**src/rtl/alu_issue_ctrl_if.sv**
```systemverilog
// Request/response handshake bundle between a requester and alu_issue_ctrl.
// The master drives requests and consumes responses; the slave is the issue stage.
interface alu_issue_ctrl_if;
  logic        req_valid;
  logic        req_ready;
  logic [2:0]  req_cmd;
  logic [2:0]  req_src0;
  logic [2:0]  req_src1;
  logic [2:0]  req_dst;
  logic        rsp_valid;
  logic        rsp_ready;
  logic [15:0] rsp_data;

  modport master (
    output req_valid, req_cmd, req_src0, req_src1, req_dst, rsp_ready,
    input  req_ready, rsp_valid, rsp_data
  );

  modport slave (
    input  req_valid, req_cmd, req_src0, req_src1, req_dst, rsp_ready,
    output req_ready, rsp_valid, rsp_data
  );
endinterface

```
**src/rtl/alu_issue_ctrl.sv**
```systemverilog
// Issue/writeback stage wrapped around an external combinational 16-bit ALU.
// Accepts a request, reads two operands from an 8x16 register file, drives the
// ALU from registers for one cycle, then writes the result back and holds it on
// the response handshake until the consumer takes it.
module alu_issue_ctrl #(
  parameter int DATA_W = 16,
  parameter int NREGS  = 8
) (
  input  logic              clk,
  input  logic              rst,
  alu_issue_ctrl_if.slave   bus,
  input  logic              ld_en,
  input  logic [2:0]        ld_addr,
  input  logic [DATA_W-1:0] ld_data,
  output logic [DATA_W-1:0] alu_in0,
  output logic [DATA_W-1:0] alu_in1,
  output logic [2:0]        cmd_in,
  input  logic [DATA_W-1:0] alu_out,
  output logic [15:0]       op_count
);

  localparam logic [1:0] IDLE = 2'd0;
  localparam logic [1:0] EXEC = 2'd1;
  localparam logic [1:0] RESP = 2'd2;

  localparam logic [2:0] CMD_NOP = 3'b111;

  logic [1:0]        state_reg;
  logic [2:0]        dst_reg;
  logic [DATA_W-1:0] alu_in0_reg;
  logic [DATA_W-1:0] alu_in1_reg;
  logic [2:0]        cmd_in_reg;
  logic [DATA_W-1:0] rsp_data_reg;
  logic [15:0]       op_count_reg;
  logic [DATA_W-1:0] regfile_reg [NREGS];

  logic accept;
  logic writeback;

  // Handshake readiness depends only on the current state.
  assign bus.req_ready = (state_reg == IDLE);
  assign bus.rsp_valid = (state_reg == RESP);
  assign bus.rsp_data  = rsp_data_reg;

  assign alu_in0  = alu_in0_reg;
  assign alu_in1  = alu_in1_reg;
  assign cmd_in   = cmd_in_reg;
  assign op_count = op_count_reg;

  assign accept    = (state_reg == IDLE) && bus.req_valid;
  assign writeback = (state_reg == EXEC);

  // Sequencer: latch operands on accept, capture result after the EXEC cycle,
  // hold the response until it is consumed.
  always_ff @(posedge clk) begin
    if (rst) begin
      state_reg    <= IDLE;
      dst_reg      <= '0;
      alu_in0_reg  <= '0;
      alu_in1_reg  <= '0;
      cmd_in_reg   <= CMD_NOP;
      rsp_data_reg <= '0;
      op_count_reg <= '0;
    end else begin
      case (state_reg)
        IDLE: begin
          if (accept) begin
            alu_in0_reg <= regfile_reg[bus.req_src0];
            alu_in1_reg <= regfile_reg[bus.req_src1];
            cmd_in_reg  <= bus.req_cmd;
            dst_reg     <= bus.req_dst;
            state_reg   <= EXEC;
          end
        end
        EXEC: begin
          rsp_data_reg <= alu_out;
          op_count_reg <= op_count_reg + 16'd1;
          state_reg    <= RESP;
        end
        RESP: begin
          if (bus.rsp_ready) begin
            state_reg <= IDLE;
          end
        end
        default: begin
          state_reg <= IDLE;
        end
      endcase
    end
  end

  // Register file: each entry takes the ALU writeback first, otherwise a direct
  // load; a same-edge collision on one address therefore keeps the ALU result.
  for (genvar gi = 0; gi < NREGS; gi++) begin : g_reg
    always_ff @(posedge clk) begin
      if (rst) begin
        regfile_reg[gi] <= '0;
      end else if (writeback && (dst_reg == 3'(gi))) begin
        regfile_reg[gi] <= alu_out;
      end else if (ld_en && (ld_addr == 3'(gi))) begin
        regfile_reg[gi] <= ld_data;
      end
    end
  end

endmodule

```
**src/flat_wrapper.sv**
```systemverilog
// flat-port wrapper written by rule: the top's interface ports become plain ports
module alu_issue_ctrl_flat 
#(
  parameter int DATA_W = 16,
  parameter int NREGS  = 8
)
  (clk, rst, ld_en, ld_addr, ld_data, alu_in0, alu_in1, cmd_in, alu_out, op_count, bus_req_valid, bus_req_cmd, bus_req_src0, bus_req_src1, bus_req_dst, bus_rsp_ready, bus_req_ready, bus_rsp_valid, bus_rsp_data);
  alu_issue_ctrl_if bus_i ();
  input  logic clk;
  input  logic rst;
  input  logic ld_en;
  input  logic [2:0] ld_addr;
  input  logic [DATA_W-1:0] ld_data;
  output logic [DATA_W-1:0] alu_in0;
  output logic [DATA_W-1:0] alu_in1;
  output logic [2:0] cmd_in;
  input  logic [DATA_W-1:0] alu_out;
  output logic [15:0] op_count;
  input wire logic [$bits(bus_i.req_valid)-1:0] bus_req_valid;
  input wire logic [$bits(bus_i.req_cmd)-1:0] bus_req_cmd;
  input wire logic [$bits(bus_i.req_src0)-1:0] bus_req_src0;
  input wire logic [$bits(bus_i.req_src1)-1:0] bus_req_src1;
  input wire logic [$bits(bus_i.req_dst)-1:0] bus_req_dst;
  input wire logic [$bits(bus_i.rsp_ready)-1:0] bus_rsp_ready;
  output wire logic [$bits(bus_i.req_ready)-1:0] bus_req_ready;
  output wire logic [$bits(bus_i.rsp_valid)-1:0] bus_rsp_valid;
  output wire logic [$bits(bus_i.rsp_data)-1:0] bus_rsp_data;
  assign bus_i.req_valid = bus_req_valid;
  assign bus_i.req_cmd = bus_req_cmd;
  assign bus_i.req_src0 = bus_req_src0;
  assign bus_i.req_src1 = bus_req_src1;
  assign bus_i.req_dst = bus_req_dst;
  assign bus_i.rsp_ready = bus_rsp_ready;
  assign bus_req_ready = bus_i.req_ready;
  assign bus_rsp_valid = bus_i.rsp_valid;
  assign bus_rsp_data = bus_i.rsp_data;
  alu_issue_ctrl #(.DATA_W(DATA_W), .NREGS(NREGS)) u_core (.clk(clk), .rst(rst), .bus(bus_i), .ld_en(ld_en), .ld_addr(ld_addr), .ld_data(ld_data), .alu_in0(alu_in0), .alu_in1(alu_in1), .cmd_in(cmd_in), .alu_out(alu_out), .op_count(op_count));
endmodule
```
**config.mk**
```make
export PLATFORM = sky130hd
export DESIGN_NAME = alu_issue_ctrl_flat
export DESIGN_NICKNAME = d
export VERILOG_FILES = /design/src/rtl/alu_issue_ctrl_if.sv /design/src/rtl/alu_issue_ctrl.sv /design/src/flat_wrapper.sv
export SDC_FILE = /design/constraint.sdc
export NUM_CORES = 1
export LEC_CHECK = 0
export CAP_MARGIN = 20
export CORE_ASPECT_RATIO = 1.5
export CORE_MARGIN = 5
export CORE_UTILIZATION = 50
export CTS_CLUSTER_DIAMETER = 60
export CTS_CLUSTER_SIZE = 25
export DETAILED_ROUTE_END_ITERATION = 8
export GPL_TIMING_DRIVEN = 0
export PLACE_DENSITY = 0.75
export SETUP_SLACK_MARGIN = 0.4
export SLEW_MARGIN = 20
export SYNTH_ARGS = -nofsm -noshare
export SYNTH_HDL_FRONTEND = slang
export SYNTH_SLANG_ARGS = --single-unit
```
**constraint.sdc**
```tcl
create_clock -name clk -period 7.38 [get_ports clk]
set_input_delay 1.845 -clock clk [delete_from_list [all_inputs] [get_ports clk]]
set_output_delay 1.845 -clock clk [all_outputs]
set_load 0.05 [all_outputs]
```
==> flow_summary.json <==
{
  "synth_top_family_by_area": "compound AO/OA/AOI/OAI gates",
  "clock-sinks": 200,
  "cpPeakStageDelay_ps": 830,
  "cap_violations": 0,
  "finalWeightedCongestion": 0.840,
  "worst_pin_slew_ps": 929,
  "clock.fmax_ghz": 0.242,
  "clockBufferDepth": 2,
  "rows": 63,
  "status": "finished clean",
  "dp_hpwl_um": 20900,
  "path_max_fanout": 10,
  "cts_made_buffers": 17,
  "ff2ff_path_depth": 4,
  "whs_path_depth": 2,
  "yosysUniqueCellTypes": 58,
  "fin_hold_ws_ps": 456,
  "synthTopCellsByArea": "edfxtp_1 38%, dfxtp_1 14%, mux4_2 14%",
  "final-setup-viol-count": 0,
  "clock_latency_ps": 450,
  "avgSynthCellArea_um2": 12.6,
  "core_um2": 19800,
  "fin_crit_ps": 4130,
  "ys_ff_latch": 200,
  "synth_area_um2": 10000,
  "yosys.area_share.simple_pct": 10.9,
  "synthArstFlopShare_pct": 0,
  "cts_root_buf": "clkbuf_16",
  "tns_ps": 0,
  "grt_setup_unrepaired": "false",
  "synth-edff-count": 128,
  "post-cts-setup-buffers": 0,
  "grt_overflow": 0,
  "drc": 0,
  "utilization_pct": 60.0,
  "largest_reg_flops": 128,
  "die_w_um": 126,
  "dr.pass1.iters": 5,
  "port_buffers": 86,
  "vias_per_cell": 6.33,
  "routed_wl_um": 27800,
  "worstSetupEndpointType": "primary output",
  "p_leak_nw": 4.08,
  "htreeDepth": 4,
  "synth_fp_nets": 852,
  "hold_path_class": "reg -> reg",
  "ant_nets": 0,
  "antenna_found_initial": 0,
  "seq_area_frac_synth_pct": 52.6,
  "skew_ps": 12.9,
  "hold_viol": 0,
  "cts_tree": "built",
  "post-place-ws_ps": 2870,
  "yosys_warnings": 0,
  "holdBufCountCts": 0,
  "synth_top_area_share_pct": 38.3,
  "yosysMostFrequentCell": "edfxtp_1",
  "start_kind": "register",
  "timing.final.crit_share_pct": 56.0,
  "area_delta_synth_final_pct": 18.2,
  "critPathKind": "reg -> out",
  "fin_ws_ps": 3250,
  "grtUsageTotal_pct": 24.3,
  "antenna_cells": 0,
  "max_slew_margin_pct": 38.0,
  "cts_resized": 0,
  "drv_slew": 0,
  "drt_first_iter_violations": 686,
  "avgRoutedWirePerCell_um": 23.6,
  "netlist_instances": 799,
  "grt_pass1_wl_um": 43300,
  "die-area_um2": 23100,
  "io_pins": 121,
  "synthFlopType": "edfxtp_1",
  "grt_pass1_vias": 7812,
  "critPathTopFamily": "buffers and inverters",
  "drive_above_1_share_pct": 17.3,
  "grt_max_degree": 18,
  "die_y_um": 184,
  "initial_core_util_pct": 50.7,
  "synth-xor-area-share_pct": 0.960,
  "crit_arrival_ps": 2290,
  "path_cells": "buf_4 -> nor2b_1 -> clkdlybuf4s50_1",
  "power_mw": 2.65,
  "ys_top_cells_by_count": "128 x edfxtp_1, 112 x a22o_1, 72 x dfxtp_1",
  "required_ps": 5540,
  "synthMuxAreaShare_pct": 14.8,
  "critPathBufInv": 2,
  "synth_top_cell_by_area": "edfxtp_1",
  "synth_compound_area_share_pct": 16.3,
  "cp.depth": 3,
  "cts.clk_slew.worst_paths_ps": 70,
  "yosys.area_share.adder_pct": 0.125,
  "power_density_nw_per_um2": 223,
  "num_vias": 7468,
  "nNetsFinal": 960,
  "slowest_stage": "clkdlybuf4s50_1",
  "vdd_drop_max_mv": 0.121
}
-- stage by stage --
stage	area [um^2]	cells
after floorplan	10000	799
after global placement	11200	1145
final	11900	1180
after CTS	11900	1180
after global routing	11900	1180
after detailed placement	11300	1148
-- worst register-to-register path, cell delays in order, from the launching register on --
cell and delay [ps]:
dfxtp_1 330, buf_2 280, clkbuf_1 480, buf_1 510, a221o_1 850
-- cells by family after synthesis --
group | after synthesis
AOI/OAI and AO/OA | 214
adders and majority gates | 1
buffers and inverters | 99
muxes | 68
xor gates and xnor gates | 11
and+or+nand+nor | 206
DFF | 200
-- routing by layer --
layer  track usage (%)  share of wire, %  vias up
li1                  -                 -     3358
met1              28.2                37     3673
met2              43.8                53      374
met3              4.85               6.6       63
met4              10.3               2.9        0
met5                 0                 0        -
-- cell type report --
| type | count | area, um^2 |
|---|---|---|
| fillers | 1552 | 7920 |
| plain buffers | 96 | 428 |
| clock inverters | 14 | 148 |
| inverters | 3 | 11.3 |
| clock buffers | 18 | 429 |
| well taps | 260 | 325 |
| repair buffers | 89 | 902 |
| multi-input cells | 500 | 4340 |
| flip-flops and latches | 200 | 5290 |
-- power breakdown --
part | total, mW | leakage (nW) | switching, mW | internal, mW
Clock | 0.929 | 0.269 | 0.427 | 0.501
Sequential | 1.30 | 1.91 | 0.0374 | 1.26
Combinational | 0.424 | 1.90 | 0.264 | 0.160
-- cells in the final DEF (no fill, tap or decap), types with 3 or more instances in the layout --
| cell | netlist | layout |
|---|---|---|
| xor2_1 | 6 | 6 |
| a211o_1 | 4 | 4 |
| inv_6 | 0 | 4 |
| inv_1 | 3 | 3 |
| nor2b_1 | 7 | 7 |
| o22ai_1 | 32 | 32 |
| nand2b_1 | 5 | 5 |
| xnor2_1 | 5 | 5 |
| mux4_2 | 64 | 64 |
| a21oi_1 | 37 | 37 |
| buf_1 | 19 | 19 |
| buf_2 | 17 | 17 |
| edfxtp_1 | 128 | 128 |
| clkbuf_16 | 0 | 17 |
| clkbuf_1 | 42 | 43 |
| a22o_1 | 112 | 112 |
| buf_4 | 7 | 7 |
| or3_1 | 3 | 3 |
| nand2_1 | 61 | 61 |
| clkbuf_2 | 10 | 10 |
| nand4_1 | 6 | 6 |
| nand3_1 | 3 | 3 |
| nor4_2 | 3 | 3 |
| nor2_1 | 55 | 55 |
| clkdlybuf4s50_1 | 0 | 86 |
| and4_1 | 3 | 3 |
| o211ai_1 | 16 | 16 |
| clkinvlp_4 | 0 | 3 |
| mux2i_1 | 3 | 3 |
| dfxtp_1 | 72 | 72 |
| nor3_1 | 36 | 36 |
-- worst paths after layout --
path | startpoint | end | slack (ps)
worst min-delay path | u_core.bus.rsp_data[7]$_SDFFE_PP0N_ | u_core.bus.rsp_data[7]$_SDFFE_PP0N_ | 460
worst max register to register | u_core.dst_reg[1]$_SDFFE_PP0P_ | u_core.regfile_reg[2][7]$_DFFE_PP_ | 4550
worst min register to register | u_core.bus.rsp_data[7]$_SDFFE_PP0N_ | u_core.bus.rsp_data[7]$_SDFFE_PP0N_ | 460
worst max-delay path | u_core.state_reg[1]$_SDFFE_PP0P_ | bus_rsp_valid | 3250
(Power assumes the default switching activity.)
